File: src/rtl/rpspmc_axis_pkg.sv
// Shared definitions for the RPSPMC AXIS adder/splitter family:
// re-centring FSM states, saturation helper and coarse range derivation.
package rpspmc_axis_pkg;

   typedef enum logic [1:0] {
      ST_TRACK      = 2'd0,
      ST_SHIFT_UP   = 2'd1,
      ST_SHIFT_DOWN = 2'd2
   } ssplit_state_t;

   // Largest magnitude representable in a signed out_w-bit stream, kept symmetric.
   function automatic logic signed [63:0] coarse_max(input int unsigned out_w);
      return (64'sd1 <<< (out_w - 32'd1)) - 64'sd1;
   endfunction

   function automatic logic signed [63:0] sat_clamp(input logic signed [63:0] value,
                                                    input logic signed [63:0] limit);
      logic signed [63:0] res;
      if (value > limit) begin
         res = limit;
      end else if (value < -limit) begin
         res = -limit;
      end else begin
         res = value;
      end
      return res;
   endfunction

endpackage

File: src/rtl/ssplit_recentre_fsm.sv
// Re-centring controller: hysteresis FSM, slew divider and the clamped coarse offset c.
module ssplit_recentre_fsm
   import rpspmc_axis_pkg::*;
#(
   parameter int SAXIS_TDATA_WIDTH = 32,
   parameter int MAXIS_TDATA_WIDTH = 32,
   parameter int TRIGGER           = 12582912,
   parameter int TARGET            = 4194304,
   parameter int SHIFT_STEP        = 1048576,
   parameter int SLEW_DIV          = 4
) (
   input  logic                                i_clk,
   input  logic                                i_reset,
   input  logic                                i_load,
   input  logic signed [SAXIS_TDATA_WIDTH+1:0] i_d,
   output logic signed [SAXIS_TDATA_WIDTH+1:0] o_c,
   output logic                                o_shifting,
   output logic                                o_coarse_lim
);

   localparam int CW    = SAXIS_TDATA_WIDTH + 2;
   localparam int CNT_W = $clog2(SLEW_DIV + 1);

   localparam logic signed [CW-1:0] L_TRIG = CW'(TRIGGER);
   localparam logic signed [CW-1:0] L_TGT  = CW'(TARGET);
   localparam logic signed [CW-1:0] L_STEP = CW'(SHIFT_STEP);
   localparam logic signed [CW-1:0] L_CMAX = CW'(coarse_max(MAXIS_TDATA_WIDTH));
   localparam logic [CNT_W-1:0]     L_DIV  = CNT_W'(SLEW_DIV);

   ssplit_state_t          r_state, w_state_nxt;
   logic [CNT_W-1:0]       r_cnt, w_cnt_nxt, w_cnt_inc;
   logic signed [CW-1:0]   r_c, w_c_nxt, w_c_up, w_c_dn;
   logic                   r_shifting, r_lim, w_lim_nxt;

   assign w_cnt_inc = r_cnt + CNT_W'(1);
   // Compare before adding so the step can never leave the symmetric range.
   assign w_c_up    = (r_c > L_CMAX - L_STEP) ? L_CMAX : r_c + L_STEP;
   assign w_c_dn    = (r_c < L_STEP - L_CMAX) ? -L_CMAX : r_c - L_STEP;
   assign w_lim_nxt = ((w_state_nxt == ST_SHIFT_UP)   && (w_c_nxt == L_CMAX)) ||
                      ((w_state_nxt == ST_SHIFT_DOWN) && (w_c_nxt == -L_CMAX));

   // Next-state, slew counter and coarse step decision, only on a stage-2 load.
   always_comb begin
      w_state_nxt = r_state;
      w_cnt_nxt   = r_cnt;
      w_c_nxt     = r_c;
      if (i_load) begin
         case (r_state)
            ST_TRACK: begin
               if (i_d > L_TRIG) begin
                  w_state_nxt = ST_SHIFT_UP;
                  w_cnt_nxt   = {CNT_W{1'b0}};
               end else if (i_d < -L_TRIG) begin
                  w_state_nxt = ST_SHIFT_DOWN;
                  w_cnt_nxt   = {CNT_W{1'b0}};
               end else begin
                  w_state_nxt = ST_TRACK;
               end
            end
            ST_SHIFT_UP: begin
               if (i_d < -L_TRIG) begin
                  w_state_nxt = ST_SHIFT_DOWN;
                  w_cnt_nxt   = {CNT_W{1'b0}};
               end else if (i_d <= L_TGT) begin
                  w_state_nxt = ST_TRACK;
                  w_cnt_nxt   = {CNT_W{1'b0}};
               end else if (w_cnt_inc == L_DIV) begin
                  w_cnt_nxt   = {CNT_W{1'b0}};
                  w_c_nxt     = w_c_up;
               end else begin
                  w_cnt_nxt   = w_cnt_inc;
               end
            end
            ST_SHIFT_DOWN: begin
               if (i_d > L_TRIG) begin
                  w_state_nxt = ST_SHIFT_UP;
                  w_cnt_nxt   = {CNT_W{1'b0}};
               end else if (i_d >= -L_TGT) begin
                  w_state_nxt = ST_TRACK;
                  w_cnt_nxt   = {CNT_W{1'b0}};
               end else if (w_cnt_inc == L_DIV) begin
                  w_cnt_nxt   = {CNT_W{1'b0}};
                  w_c_nxt     = w_c_dn;
               end else begin
                  w_cnt_nxt   = w_cnt_inc;
               end
            end
            default: begin
               w_state_nxt = ST_TRACK;
               w_cnt_nxt   = {CNT_W{1'b0}};
            end
         endcase
      end else begin
         w_state_nxt = r_state;
      end
   end

   // State, counter, coarse register and load-aligned status flags.
   always_ff @(posedge i_clk) begin
      if (i_reset) begin
         r_state    <= ST_TRACK;
         r_cnt      <= {CNT_W{1'b0}};
         r_c        <= {CW{1'b0}};
         r_shifting <= 1'b0;
         r_lim      <= 1'b0;
      end else begin
         r_state <= w_state_nxt;
         r_cnt   <= w_cnt_nxt;
         r_c     <= w_c_nxt;
         if (i_load) begin
            r_shifting <= (w_state_nxt != ST_TRACK);
            r_lim      <= w_lim_nxt;
         end
      end
   end

   assign o_c          = r_c;
   assign o_shifting   = r_shifting;
   assign o_coarse_lim = r_lim;

endmodule

File: src/rtl/axis_ssplit.sv
// Saturating stream splitter: x -> coarse offset A plus bounded fine residual B,
// two-stage pipeline with the re-centring controller in a sub-module.
module axis_ssplit
   import rpspmc_axis_pkg::*;
#(
   parameter int SAXIS_TDATA_WIDTH = 32,
   parameter int MAXIS_TDATA_WIDTH = 32,
   parameter int FINE_LIMIT        = 16777216,
   parameter int TRIGGER           = 12582912,
   parameter int TARGET            = 4194304,
   parameter int SHIFT_STEP        = 1048576,
   parameter int SLEW_DIV          = 4
) (
   input  logic                         a_clk,
   input  logic                         a_reset,
   input  logic [SAXIS_TDATA_WIDTH-1:0] S_AXIS_X_tdata,
   input  logic                         S_AXIS_X_tvalid,
   output logic [MAXIS_TDATA_WIDTH-1:0] M_AXIS_A_tdata,
   output logic                         M_AXIS_A_tvalid,
   output logic [MAXIS_TDATA_WIDTH-1:0] M_AXIS_B_tdata,
   output logic                         M_AXIS_B_tvalid,
   output logic                         shifting,
   output logic                         fine_sat,
   output logic                         coarse_lim
);

   localparam int CW = SAXIS_TDATA_WIDTH + 2;
   localparam int MW = MAXIS_TDATA_WIDTH;
   localparam logic signed [63:0] L_FINE = 64'(FINE_LIMIT);

   logic signed [CW-1:0] r_x1, r_c1, w_d, w_c;
   logic                 r_v1, r_v2, r_fsat, w_fsat;
   logic [MW-1:0]        r_a, r_b;
   logic signed [63:0]   w_d64, w_b64;

   // Full-width difference: x and c both fit in CW-1 bits, so no overflow.
   assign w_d    = r_x1 - r_c1;
   assign w_d64  = 64'(w_d);
   assign w_b64  = sat_clamp(w_d64, L_FINE);
   assign w_fsat = (w_d64 > L_FINE) || (w_d64 < -L_FINE);

   // Stage 1: capture sample and the coarse snapshot it will be split against.
   always_ff @(posedge a_clk) begin
      if (a_reset) begin
         r_x1 <= {CW{1'b0}};
         r_c1 <= {CW{1'b0}};
         r_v1 <= 1'b0;
      end else begin
         r_v1 <= S_AXIS_X_tvalid;
         if (S_AXIS_X_tvalid) begin
            r_x1 <= CW'($signed(S_AXIS_X_tdata));
            r_c1 <= w_c;
         end
      end
   end

   // Stage 2: output beat; data and fine_sat hold across input gaps.
   always_ff @(posedge a_clk) begin
      if (a_reset) begin
         r_v2   <= 1'b0;
         r_a    <= {MW{1'b0}};
         r_b    <= {MW{1'b0}};
         r_fsat <= 1'b0;
      end else begin
         r_v2 <= r_v1;
         if (r_v1) begin
            r_a    <= MW'(r_c1);
            r_b    <= MW'(w_b64);
            r_fsat <= w_fsat;
         end
      end
   end

   ssplit_recentre_fsm #(
      .SAXIS_TDATA_WIDTH (SAXIS_TDATA_WIDTH),
      .MAXIS_TDATA_WIDTH (MAXIS_TDATA_WIDTH),
      .TRIGGER           (TRIGGER),
      .TARGET            (TARGET),
      .SHIFT_STEP        (SHIFT_STEP),
      .SLEW_DIV          (SLEW_DIV)
   ) u_recentre (
      .i_clk        (a_clk),
      .i_reset      (a_reset),
      .i_load       (r_v1),
      .i_d          (w_d),
      .o_c          (w_c),
      .o_shifting   (shifting),
      .o_coarse_lim (coarse_lim)
   );

   assign M_AXIS_A_tdata  = r_a;
   assign M_AXIS_B_tdata  = r_b;
   assign M_AXIS_A_tvalid = r_v2;
   assign M_AXIS_B_tvalid = r_v2;
   assign fine_sat        = r_fsat;

endmodule

File: config.mk
export PLATFORM = sky130hd
export DESIGN_NAME = axis_ssplit
export DESIGN_NICKNAME = d
export VERILOG_FILES = /design/src/rtl/rpspmc_axis_pkg.sv /design/src/rtl/ssplit_recentre_fsm.sv /design/src/rtl/axis_ssplit.sv
export SDC_FILE = /design/constraint.sdc
export NUM_CORES = 1
export LEC_CHECK = 0
export CAP_MARGIN = 5
export CORE_ASPECT_RATIO = 0.7
export CORE_MARGIN = 1.5
export CORE_UTILIZATION = 52
export DETAILED_ROUTE_END_ITERATION = 10
export GPL_ROUTABILITY_DRIVEN = 0
export PLACE_DENSITY = 0.77
export SLEW_MARGIN = 30
export SYNTH_ARGS = -nofsm -noshare
export SYNTH_HDL_FRONTEND = slang
export SYNTH_HIERARCHICAL = 1
export SYNTH_SLANG_ARGS = --single-unit
File: constraint.sdc
create_clock -name a_clk -period 4.27 [get_ports a_clk]
set_clock_uncertainty 0.05 [all_clocks]
set_input_delay 0.6405 -clock a_clk [delete_from_list [all_inputs] [get_ports a_clk]]
set_output_delay 0.6405 -clock a_clk [all_outputs]
set_load 0.005 [all_outputs]
==> results by group <==
CTS
  • Deepest clock path buffer count: 2
  • H-tree levels: 4
  • Clock buffer count from CTS: 17
  • Clock sinks: around 170
  • CTS root buf: clkbuf_16
  • CTS tree: done
  • Clk slew on worst S/H paths: ~0.08 ns
  • Skew-Pair Late Insertion Delay: 0.46 ns

Pwr
  • Switching portion of total power: 0.342
  • Max VDD drop: 0.000275 V
  • PwrDens: 322 mW/mm^2
  • Sw power: 1630 uW
  • Combinational share of power: 0.292
  • Flop pwr share: 0.352
  • LEAKAGE: just over 0.006 uW
  • Clock power share: 0.356
  • Internal: 3150 uW

STA
  • RSZ-0062 raised after global routing: yes
  • Max Fclk: 0.212 GHz
  • Slew headroom: 0.453
  • Final Critical Period: 4.71 ns
  • Tcrit/Tclk final: 1.10
  • Tightest Pin Transition: 0.815 ns
  • Final Hold Viols: 0
  • Sum of negative setup slack: -1.58 ns
  • WHS: 0.406 ns
  • # setup viols final: 11
  • Final WS setup: -0.440 ns
  • Final count of pins violating max slew: 0

Finish
  • Antenna fix cells: 0
  • Final Non-Filler Cells: about 1900
  • Fill cells: 1181
  • Commonest cells after routing, fill and taps aside: buf_4 (249), dfxtp_1 (162), nor2_1 (161), mux2i_1 (101), clkdlybuf4s50_1 (101)
  • Area grow syn2layout: 43.7%
  • Final core occ: 0.774
  • Layout cells sized above 1: 0.287
  • Commonest non-fill, non-tap cell in the layout: buf_4
  • Final net count: 1657

Placement
  • Final HPWL DP: 25400 microns
  • Port Buf Inserts: 103
  • Setup WS pre-CTS: -0.487 ns
  • Post-Place Cells: 1798

Synthesis
  • YS warnings: 6
  • Post-synth EDFFs: 0
  • Mapped Avg Cell Area: between 8 and 9 sq um
  • Netlist cell types: 81
  • Fraction of the yosys area taken by sequential cells: 0.337
  • #FFs+latches synth: 174
  • Ys flop type: dfxtp_1
  • Post-Synthesis Cells: 1270
  • Post-synth design cell area: 0.0103 sq mm
  • Fraction of registers with async set/reset: 0
  • Post-Syn Nets: 1349

Setup path
  • Crit start category: flop
  • CP arrival: 5.05 ns
  • Worst path cell trace: inv_2 -> ha_4 -> a21o_1 -> a31oi_1 -> o311a_1 -> a211oi_2 -> or3_4 -> a41oi_1 -> o311ai_2 -> inv_1 -> and4_4 -> and3_4 -> a311o_1 -> nor2_1 -> o31a_1 -> a31oi_2 -> o211ai_1 -> nor4b_2 -> nand4_1 -> nand3_1
  • Critical Path RT: roughly 4.6 ns
  • R2r startpoint: r_c1[8]$_SDFFE_PP0P_
  • Critical R2R Capture: u_recentre/o_coarse_lim$_SDFFE_PP0P_
  • R2R cell count: 20
  • Largest stage delay on the critical path: 0.44 ns
  • Crit end category: flop
  • Worst R2R Setup Slack: -0.44 ns
  • Critical Path Start: r_c1[8]$_SDFFE_PP0P_
  • Worst setup path class: reg -> reg
  • Critical path's slowest cell: or3_4
  • Largest fanout on the critical path: 4

GRT
  • Initial antenna violation count: 0
  • Total track usage: 0.344
  • Vias in the first global route: 10600
  • Pin count of the biggest net entering global routing: 59
  • Grt ovf: 0
  • First-pass GRT wire length: 55600 microns

Floorplanning
  • Num rows: 42
  • Die W: between 150 and 200 microns
  • Die area: 0.0207 sq mm
  • I/O Pins: 104
  • Placeable Area: 0.0192 sq mm
  • Initial Util: 0.539
  • Die Span Y: 121 microns

Drt
  • Drt pass-1 iters: 11
  • Wire length per cell: about 20 microns
  • Via density: 6.28
  • DR DRC count: 0
  • Final ANT Viol Nets: 0
  • 1st-iter DRT viols: ~1800
  • DRT Wirelength: 37800 microns
  • Vias: 11600

Worst hold path
  • HP Start: M_AXIS_B_tdata[1]$_SDFFE_PP0P_
  • Hold Path End: M_AXIS_B_tdata[1]$_SDFFE_PP0P_
  • Min-Delay Path Class: reg -> reg
  • Worst Hold Depth: 2

Status
  • Failing checks: negative setup slack
  • Status: complete, but fails checks

Flow run
  • Max Cap Viol: 0
[Yosys cell counts, types with 4 or more instances]
library cell	number	area share
o21ai_1	6	0.0029
clkbuf_1	46	0.017
ha_1	43	0.052
a311oi_1	6	0.0051
nand3_1	33	0.016
or4_1	7	0.0051
buf_1	10	0.0036
o21bai_1	10	0.0073
nor2b_1	9	0.0055
o221a_2	5	0.0055
and4_1	9	0.0076
a21oi_1	63	0.031
o311ai_0	6	0.0051
mux2i_1	101	0.098
inv_1	85	0.031
or3_1	16	0.0097
dfxtp_1	174	0.34
nor2_1	168	0.061
o21a_1	36	0.026
o21ai_0	44	0.021
o2111ai_1	5	0.0042
and3_1	18	0.011
and2_1	9	0.0055
nand2_1	95	0.035
xnor2_1	8	0.0068
a21oi_2	4	0.0034
o211ai_1	15	0.011
a21o_1	13	0.0094
nand2b_1	8	0.0048
buf_2	8	0.0039
o31ai_1	9	0.0065
o21ai_2	20	0.017
a211o_1	5	0.0042
xor2_1	6	0.0051
a211oi_1	13	0.0094
nor4_1	22	0.013
buf_6	4	0.0044
nand4_1	25	0.015
a31oi_1	11	0.0067
nor3_1	27	0.013
[worst max path at each step]
| stage | to | slack [ns] | cells after the start |
|---|---|---|---|
| after floorplan | u_recentre/o_coarse_lim$_SDFFE_PP0P_ | -0.003 | 22 |
| after global placement | u_recentre/o_coarse_lim$_SDFFE_PP0P_ | -0.44 | 20 |
| after detailed placement | u_recentre/o_coarse_lim$_SDFFE_PP0P_ | -0.49 | 20 |
| after CTS | u_recentre/o_coarse_lim$_SDFFE_PP0P_ | -0.24 | 20 |
| after global routing | u_recentre/o_coarse_lim$_SDFFE_PP0P_ | -0.56 | 22 |
| final | u_recentre/o_coarse_lim$_SDFFE_PP0P_ | -0.44 | 20 |
[through the flow]
step,total power [uW],area (sq um)
floorplan,2340,10400
global placement,2830,13200
detailed placement,2850,13200
CTS,4600,14300
global route,4930,14800
finish,4780,14800
[power groups by stage]
stage	clock, uW	combinational, uW	sequential [uW]
after floorplan	0	633	1700
after global placement	0	1120	1710
after detailed placement	0	1140	1710
after CTS	1700	1220	1680
after global routing	1780	1470	1680
final	1700	1400	1680
[routing by layer]
| layer | GRT usage | vias up | wire, microns |
|---|---|---|---|
| li1 | - | 5198 | - |
| met1 | 0.490 | 5404 | 16100 |
| met2 | 0.493 | 856 | 15500 |
| met3 | 0.104 | 185 | 4680 |
| met4 | 0.107 | 0 | 1530 |
| met5 | 0 | - | 0 |
[what timing repair did]
| item | 4_1_cts | 5_1_grt |
|---|---|---|
| setup buffers | 13 | 12 |
| setup endpoints to repair | 31 | 45 |
| hold buffers | 0 | 0 |
| resized for setup | 63 | 95 |
| hold endpoints to repair | 0 | 0 |
| pin swaps | 24 | 42 |
[registers in the layout, indices dropped and copies added (netlist names), 2 cells and up]
signal,count
M_AXIS_A_tdata,32
u_recentre/r_state,2
r_x1,32
r_c1,34
u_recentre/o_c,34
u_recentre/r_cnt,3
M_AXIS_B_tdata,32
[kinds of logic after synthesis]
logic type               Yosys count  share of synthesized area
XOR/XNOR                          14                     0.0119
AND/OR/NAND/NOR                  462                      0.217
AO/OA/AOI/OAI                    319                      0.220
flip-flops                       174                      0.337
buffers and inverters            156                     0.0612
multiplexers                     101                     0.0979
adder cells (fa/ha/maj)           44                     0.0540
[final cells by class]
class / instances / area [sq um] / area share
clock buffer: 17 / 425 / 0.0287
inverter: 85 / 319 / 0.0215
multi-input combinational: 940 / 7050 / 0.475
clock inverter: 15 / 223 / 0.0150
timing repair buffer: 360 / 3000 / 0.202
sequential: 174 / 3500 / 0.236
tap: 264 / 330 / 0.0222
[critical path, delay by kind of cell (launching register included)]
family,cells,cell delay (ns)
compound gates,10,2.31
simple gates,7,1.50
flops,1,0.35
buf+inv,2,0.21
fa+ha+maj,1,0.22
Power figures use the tool's default switching activity.
